**src/rtl/road_pkg.sv**
```systemverilog
// ---------------------------------------------------------------------------
// road_pkg
// Shared constants for the road traffic simulator and its LED shift-out
// stage. The simulator and the shift-out stage both import this package, so
// they always agree on the road length and the shift clock divider.
// Contents:
//   ROAD_LEN     - number of road cells modelled by the traffic simulator
//   N_CELLS_DEF  - default frame width for road_shift_out (one bit per cell)
//   CLK_DIV_DEF  - default i_clk cycles per o_sclk half-period
//   shiftState_t - FSM states of road_shift_out
// ---------------------------------------------------------------------------
package road_pkg;

    localparam int ROAD_LEN    = 20;
    localparam int N_CELLS_DEF = ROAD_LEN;
    localparam int CLK_DIV_DEF = 4;

    typedef enum logic [1:0] {
        IDLE  = 2'd0,
        SHIFT = 2'd1,
        LATCH = 2'd2
    } shiftState_t;

endpackage

```
**src/rtl/road_shift_out_sclk_tick_gen.sv**
```systemverilog
// ---------------------------------------------------------------------------
// sclk_tick_gen
// Phase timer for the serial shift clock. A down-counter that produces a
// one-cycle tick at the end of every CLK_DIV-cycle phase while enabled.
// When disabled the counter is parked at CLK_DIV-1, so the first tick after
// enabling always lands exactly CLK_DIV cycles later.
// Ports:
//   i_clk    - system clock, rising edge
//   i_rst_n  - asynchronous active-low reset
//   i_en     - count enable (high whenever the shifter is not idle)
//   o_tick   - one-cycle pulse on the last cycle of each phase
// ---------------------------------------------------------------------------
import road_pkg::*;

module sclk_tick_gen #(
    parameter int CLK_DIV = CLK_DIV_DEF
) (
    input  logic i_clk,
    input  logic i_rst_n,
    input  logic i_en,
    output logic o_tick
);

    localparam logic [7:0] RELOAD = 8'(CLK_DIV - 1);

    logic [7:0] r_count;

    // Reload on phase end and while disabled so that phases stay aligned
    // across back-to-back frames and restart cleanly out of idle.
    always_ff @(posedge i_clk or negedge i_rst_n) begin
        if (!i_rst_n) begin
            r_count <= RELOAD;
        end else if (!i_en || (r_count == 8'd0)) begin
            r_count <= RELOAD;
        end else begin
            r_count <= r_count - 8'd1;
        end
    end

    assign o_tick = i_en && (r_count == 8'd0);

endmodule

```
**src/rtl/road_shift_out.sv**
```systemverilog
// ---------------------------------------------------------------------------
// road_shift_out
// Serialises road-occupancy frames into an external 74HC595 chain. Each
// frame is shifted MSB (cell N_CELLS) first, one bit per o_sclk period, then
// latched into the storage registers. A one-deep pending buffer lets the
// simulator post the next frame while the current one is still in flight;
// a pending frame is started directly after the latch with no idle gap.
// Ports:
//   i_clk        - system clock, rising edge
//   i_rst_n      - asynchronous active-low reset
//   i_cells      - occupancy snapshot, bit k = cell k+1
//   i_valid      - one-cycle strobe, i_cells holds a new frame
//   o_sclk       - shift clock to the chain
//   o_sdata      - serial data, changes only at the start of a low phase
//   o_latch      - storage-register latch pulse (CLK_DIV cycles)
//   o_busy       - high while shifting or latching
//   o_overrun    - one-cycle pulse when a pending frame is overwritten
//   o_frame_cnt  - number of completed frames, wraps at 256
// ---------------------------------------------------------------------------
import road_pkg::*;

module road_shift_out #(
    parameter int N_CELLS = N_CELLS_DEF,
    parameter int CLK_DIV = CLK_DIV_DEF
) (
    input  logic               i_clk,
    input  logic               i_rst_n,
    input  logic [N_CELLS-1:0] i_cells,
    input  logic               i_valid,
    output logic               o_sclk,
    output logic               o_sdata,
    output logic               o_latch,
    output logic               o_busy,
    output logic               o_overrun,
    output logic [7:0]         o_frame_cnt
);

    localparam int IDXW = (N_CELLS > 1) ? $clog2(N_CELLS) : 1;

    shiftState_t        r_state;
    shiftState_t        w_nextState;
    logic [N_CELLS-1:0] r_shiftBuf;
    logic [N_CELLS-1:0] r_pendBuf;
    logic               r_pending;
    logic [IDXW-1:0]    r_bitIdx;
    logic               r_phaseHigh;
    logic               r_sdata;
    logic               r_overrun;
    logic [7:0]         r_frameCnt;

    logic               w_tickEn;
    logic               w_tick;
    logic               w_lastBit;
    logic               w_frameDone;
    logic               w_startNext;
    logic               w_load;
    logic [N_CELLS-1:0] w_loadData;

    assign w_tickEn = (r_state != IDLE);

    sclk_tick_gen #(
        .CLK_DIV (CLK_DIV)
    ) u_sclkTickGen (
        .i_clk   (i_clk),
        .i_rst_n (i_rst_n),
        .i_en    (w_tickEn),
        .o_tick  (w_tick)
    );

    // End of the high phase of bit 0 closes the shift part of the frame;
    // end of the latch phase closes the whole frame.
    assign w_lastBit   = (r_state == SHIFT) && w_tick && r_phaseHigh && (r_bitIdx == '0);
    assign w_frameDone = (r_state == LATCH) && w_tick;

    // A strobe on the very last latch cycle counts as pending, so the next
    // frame follows immediately whether it was queued earlier or just now.
    assign w_startNext = w_frameDone && (r_pending || i_valid);
    assign w_load      = ((r_state == IDLE) && i_valid) || w_startNext;
    assign w_loadData  = ((r_state != IDLE) && r_pending) ? r_pendBuf : i_cells;

    // State register.
    always_ff @(posedge i_clk or negedge i_rst_n) begin
        if (!i_rst_n) begin
            r_state <= IDLE;
        end else begin
            r_state <= w_nextState;
        end
    end

    // Next-state logic.
    always_comb begin
        w_nextState = r_state;
        unique case (r_state)
            IDLE:    if (i_valid) w_nextState = SHIFT;
            SHIFT:   if (w_lastBit) w_nextState = LATCH;
            LATCH:   if (w_frameDone) w_nextState = w_startNext ? SHIFT : IDLE;
            default: w_nextState = IDLE;
        endcase
    end

    // Shift datapath. Loading a frame presents its MSB straight away, so the
    // first low phase already carries valid data; later bits are presented
    // when a high phase ends, giving CLK_DIV cycles of setup before each rise.
    always_ff @(posedge i_clk or negedge i_rst_n) begin
        if (!i_rst_n) begin
            r_shiftBuf  <= '0;
            r_bitIdx    <= '0;
            r_phaseHigh <= 1'b0;
            r_sdata     <= 1'b0;
        end else if (w_load) begin
            r_shiftBuf  <= w_loadData;
            r_bitIdx    <= IDXW'(N_CELLS - 1);
            r_phaseHigh <= 1'b0;
            r_sdata     <= w_loadData[N_CELLS-1];
        end else if ((r_state == SHIFT) && w_tick) begin
            if (!r_phaseHigh) begin
                r_phaseHigh <= 1'b1;
            end else begin
                r_phaseHigh <= 1'b0;
                if (r_bitIdx != '0) begin
                    r_bitIdx <= r_bitIdx - 1'b1;
                    r_sdata  <= r_shiftBuf[r_bitIdx - 1'b1];
                end
            end
        end
    end

    // Pending buffer. A strobe while busy is queued, except on the last latch
    // cycle with nothing queued, where it is loaded directly instead. When the
    // queued frame is consumed in the same cycle as a new strobe, the strobe
    // simply takes its place and is not an overrun.
    always_ff @(posedge i_clk or negedge i_rst_n) begin
        if (!i_rst_n) begin
            r_pendBuf <= '0;
            r_pending <= 1'b0;
            r_overrun <= 1'b0;
        end else begin
            r_overrun <= 1'b0;
            if (i_valid && (r_state != IDLE) && !(w_startNext && !r_pending)) begin
                r_pendBuf <= i_cells;
                r_pending <= 1'b1;
                r_overrun <= r_pending && !w_startNext;
            end else if (w_startNext) begin
                r_pending <= 1'b0;
            end
        end
    end

    // Completed-frame counter, wraps naturally at 8 bits.
    always_ff @(posedge i_clk or negedge i_rst_n) begin
        if (!i_rst_n) begin
            r_frameCnt <= 8'd0;
        end else if (w_frameDone) begin
            r_frameCnt <= r_frameCnt + 8'd1;
        end
    end

    assign o_sclk      = (r_state == SHIFT) && r_phaseHigh;
    assign o_sdata     = r_sdata;
    assign o_latch     = (r_state == LATCH);
    assign o_busy      = (r_state != IDLE);
    assign o_overrun   = r_overrun;
    assign o_frame_cnt = r_frameCnt;

endmodule

```
**config.mk**
```make
export PLATFORM = sky130hd
export DESIGN_NAME = road_shift_out
export DESIGN_NICKNAME = d
export VERILOG_FILES = /design/src/rtl/road_pkg.sv /design/src/rtl/road_shift_out_sclk_tick_gen.sv /design/src/rtl/road_shift_out.sv
export SDC_FILE = /design/constraint.sdc
export NUM_CORES = 1
export LEC_CHECK = 0
export CAP_MARGIN = 20
export CORE_MARGIN = 2
export CORE_UTILIZATION = 52
export CTS_BUF_LIST = sky130_fd_sc_hd__clkbuf_8
export CTS_CLUSTER_SIZE = 24
export DETAILED_ROUTE_END_ITERATION = 10
export GPL_TIMING_DRIVEN = 0
export PLACE_DENSITY = 0.83
export SYNTH_ARGS = -nofsm -noshare
export SYNTH_HDL_FRONTEND = slang
export SYNTH_SLANG_ARGS = --single-unit
```
**constraint.sdc**
```tcl
create_clock -name i_clk -period 1.8 [get_ports i_clk]
set_input_delay 0.45 -clock i_clk [delete_from_list [all_inputs] [get_ports i_clk]]
set_output_delay 0.45 -clock i_clk [all_outputs]
set_load 0.1 [all_outputs]
```
==> impl_metrics.py <==
metrics = {
    "power_and_ir_drop": {
        "p_leak_nw": 2.070,
        "power.total_mw": 5.901,
        "irDropWorstVdd_mv": 1.320,
        "p_per_area_nw_per_um2": 1265,
    },
    "synth": {
        "syn_area_um2": 3217,
        "yosys.area.top_type": "dfrtp_1",
        "synth_top_flop_cell": "dfrtp_1",
        "synth_top_area_share": 0.5056,
        "synth_cells": 269,
        "async_reset_ff_frac": 1.000,
        "synth.avg_cell_area_um2": 11.96,
        "yosys_register_bits": 67,
        "yosys_warnings": 0,
        "syn-num-nets": 296,
        "synth_area_leaders": "dfrtp_1, mux2i_1, mux2_1",
        "synth_seq_area_share": 0.5220,
        "yosysUniqueCellTypes": 42,
        "synth_enable_flop_cells": 0,
    },
    "global_routing": {
        "grt_pass1_vias": 2427,
        "grt.total_usage": 0.2461,
        "grt_pass1_wl_um": 12160,
        "antenna_found_initial": 0,
        "globalRoute.totalOverflow": 0,
        "grt_max_degree": 68,
    },
    "run": {
        "cap_viol_max_count": 0,
    },
    "cts": {
        "clk_path_buf_depth": 2,
        "insertion_delay_ps": 350,
        "ctsHoldBuffers": 0,
        "cts_buffers": 9,
        "clkTransAtPathRegs_ps": 70,
        "cts.root.buffer_cell": "clkbuf_8",
        "clkSinkCount": 67,
        "cts_tree": "done",
        "htreeDepth": 3,
    },
    "sta": {
        "skew_ps": 6.704,
        "finalCritPeriodShare": 1.098,
        "min_period_ps": 1977,
        "drv_slew": 0,
        "final_hold_viol_count": 0,
        "setup_viol": 48,
        "slew_headroom": 0.4424,
        "fin_ws_ps": -176.6,
        "fmax_mhz": 505.9,
        "tightest_slew_ps": 836.4,
        "rsz0062_at_grt": "true",
    },
    "worst_hold_path": {
        "hold_class": "in -> async",
    },
    "floorplan": {
        "start_util": 0.5401,
        "die_y_um": 82.65,
        "core_area_um2": 5956,
        "row_count": 28,
        "num_io_pins": 36,
        "die_w_um": 82.65,
        "fp.dieArea_um2": 6831,
    },
    "run_status": {
        "outcome": "finished with violations",
        "violations": "setup timing",
    },
    "route": {
        "first_pass_iters": 4,
        "drt_iter0_markers": 124,
        "ant_nets": 0,
        "routed_wl_um": 8037,
        "vias": 2462,
        "drc": 0,
        "vias_per_cell": 5.726,
        "wl_per_cell_um": 18.69,
    },
    "critical_path": {
        "cp-end-kind": "flop",
        "startpoint_type": "flop",
        "crit_fanout": 5,
        "setup.worst_path.class": "reg -> reg",
        "cp_data_required_time_ps": 2040,
        "cp.arrival_ps": 2220,
    },
    "finish": {
        "syn_to_final_growth_pct": 44.96,
        "postLayoutCoreUtil": 0.7830,
        "drive_above_1_share": 0.4704,
        "final_cell_mix": "dfrtp_1, buf_4, mux2i_1",
        "fin_nets": 377,
        "diodes": 0,
        "layout_commonest_cell": "dfrtp_1",
    },
    "placement": {
        "post-dp-hpwl_um": 4029,
        "numPortBuffers": 35,
        "gp_congestion": 0.8182,
    },
}
==> repair_timing <==
action | in CTS | in global routing
setup endpoints to repair | 65 | 64
gates resized for setup | 112 | 43
cloned | 7 | 0
buffers inserted | 23 | 9
pin swaps | 26 | 17
==> cell usage after synthesis (all sizes together), types with 2 or more instances <==
cell type	count
a21oi	6
or2	2
nor4	2
dfrtp	65
mux2	22
xor2	6
a21boi	2
o21ai	26
nor2b	2
ha	4
xnor2	12
nand3	3
nor3b	3
buf	10
mux2i	22
nor2	11
and2	4
inv	6
nand2	36
mux4	5
nand4	2
dfstp	2
nor3	2
or3	2
and3	3
==> final timing paths <==
check	start	to	slack [ps]	depth (start not counted)
setup reg to reg	u_sclkTickGen.r_count[0]	r_pendBuf[11]	-180	9
min in group i_clk	o_frame_cnt[7]	o_frame_cnt[7]	460	1
hold / removal	i_rst_n	u_sclkTickGen.r_count[4]	190	1
max in group asynchronous	i_rst_n	r_state[0]	1030	1
setup / recovery	u_sclkTickGen.r_count[0]	r_pendBuf[11]	-180	9
hold reg to reg	o_frame_cnt[7]	o_frame_cnt[7]	460	1
==> per-stage QoR <==
stage / hold slack (ps) / instance area (um2) / instances / setup TNS [ps] / worst slack (ps)
finish: 186.7 / 4663 / 430 / -6175 / -176.6
global route: 279.2 / 4663 / 430 / -8833 / -217.0
CTS: 229.6 / 4506 / 425 / -6706 / -189.8
detailed placement: 465.1 / 3775 / 379 / -12280 / -599.9
global placement: 455.0 / 3777 / 379 / -137490 / -1924
floorplan: 154.4 / 3333 / 269 / -2603 / -217.8
==> power by group <==
group / internal [mW] / switching [mW]
Clock: 0.765 / 0.590
Combinational: 1.19 / 1.13
Sequential: 1.85 / 0.377
Total: 3.81 / 2.09
==> cells by family after synthesis <==
logic type,after synthesis,share of synthesized area
AO/OA/AOI/OAI,39,0.08052
XOR/XNOR,18,0.04901
adder cells (fa/ha/maj),4,0.01556
buffers and inverters,17,0.03228
flip-flops,67,0.5220
multiplexers,49,0.1805
AND/OR/NAND/NOR,75,0.1202
==> layout make-up <==
cell class,instances,area [um2]
Multi-Input combinational cell,186,1824
Sequential cell,67,1682
Buffer,8,92.59
Timing Repair Buffer,72,737.0
Inverter,6,25.02
Fill cell,359,1292
Tap cell,75,93.84
Clock inverter,7,85.08
Clock buffer,9,123.9
==> critical path, cell delays in order, from the launching register on <==
cell and delay, ps:
dfstp_2 550, inv_2 50, ha_4 150, nor3b_4 150, and2_4 150, a21boi_4 150
o21ai_4 90, buf_12 140, buf_6 130, mux2_4 300
==> flip-flops by register name (all words and copies together), names as in the netlist <==
signal                 cells
r_pending                  1
u_sclkTickGen.r_count      8
o_frame_cnt                8
o_overrun                  1
r_shiftBuf                20
r_state                    2
o_sdata                    1
r_bitIdx                   5
r_phaseHigh                1
r_pendBuf                 20
==> routing by layer <==
metal / up-vias / wire length, um / track usage
met5: - / 0 / 0
li1: 1104 / - / -
met3: 21 / 341 / 0.05435
met4: 0 / 168 / 0.09344
met1: 1252 / 3352 / 0.3057
met2: 85 / 4175 / 0.4202
Power figures use the tool's default switching activity.
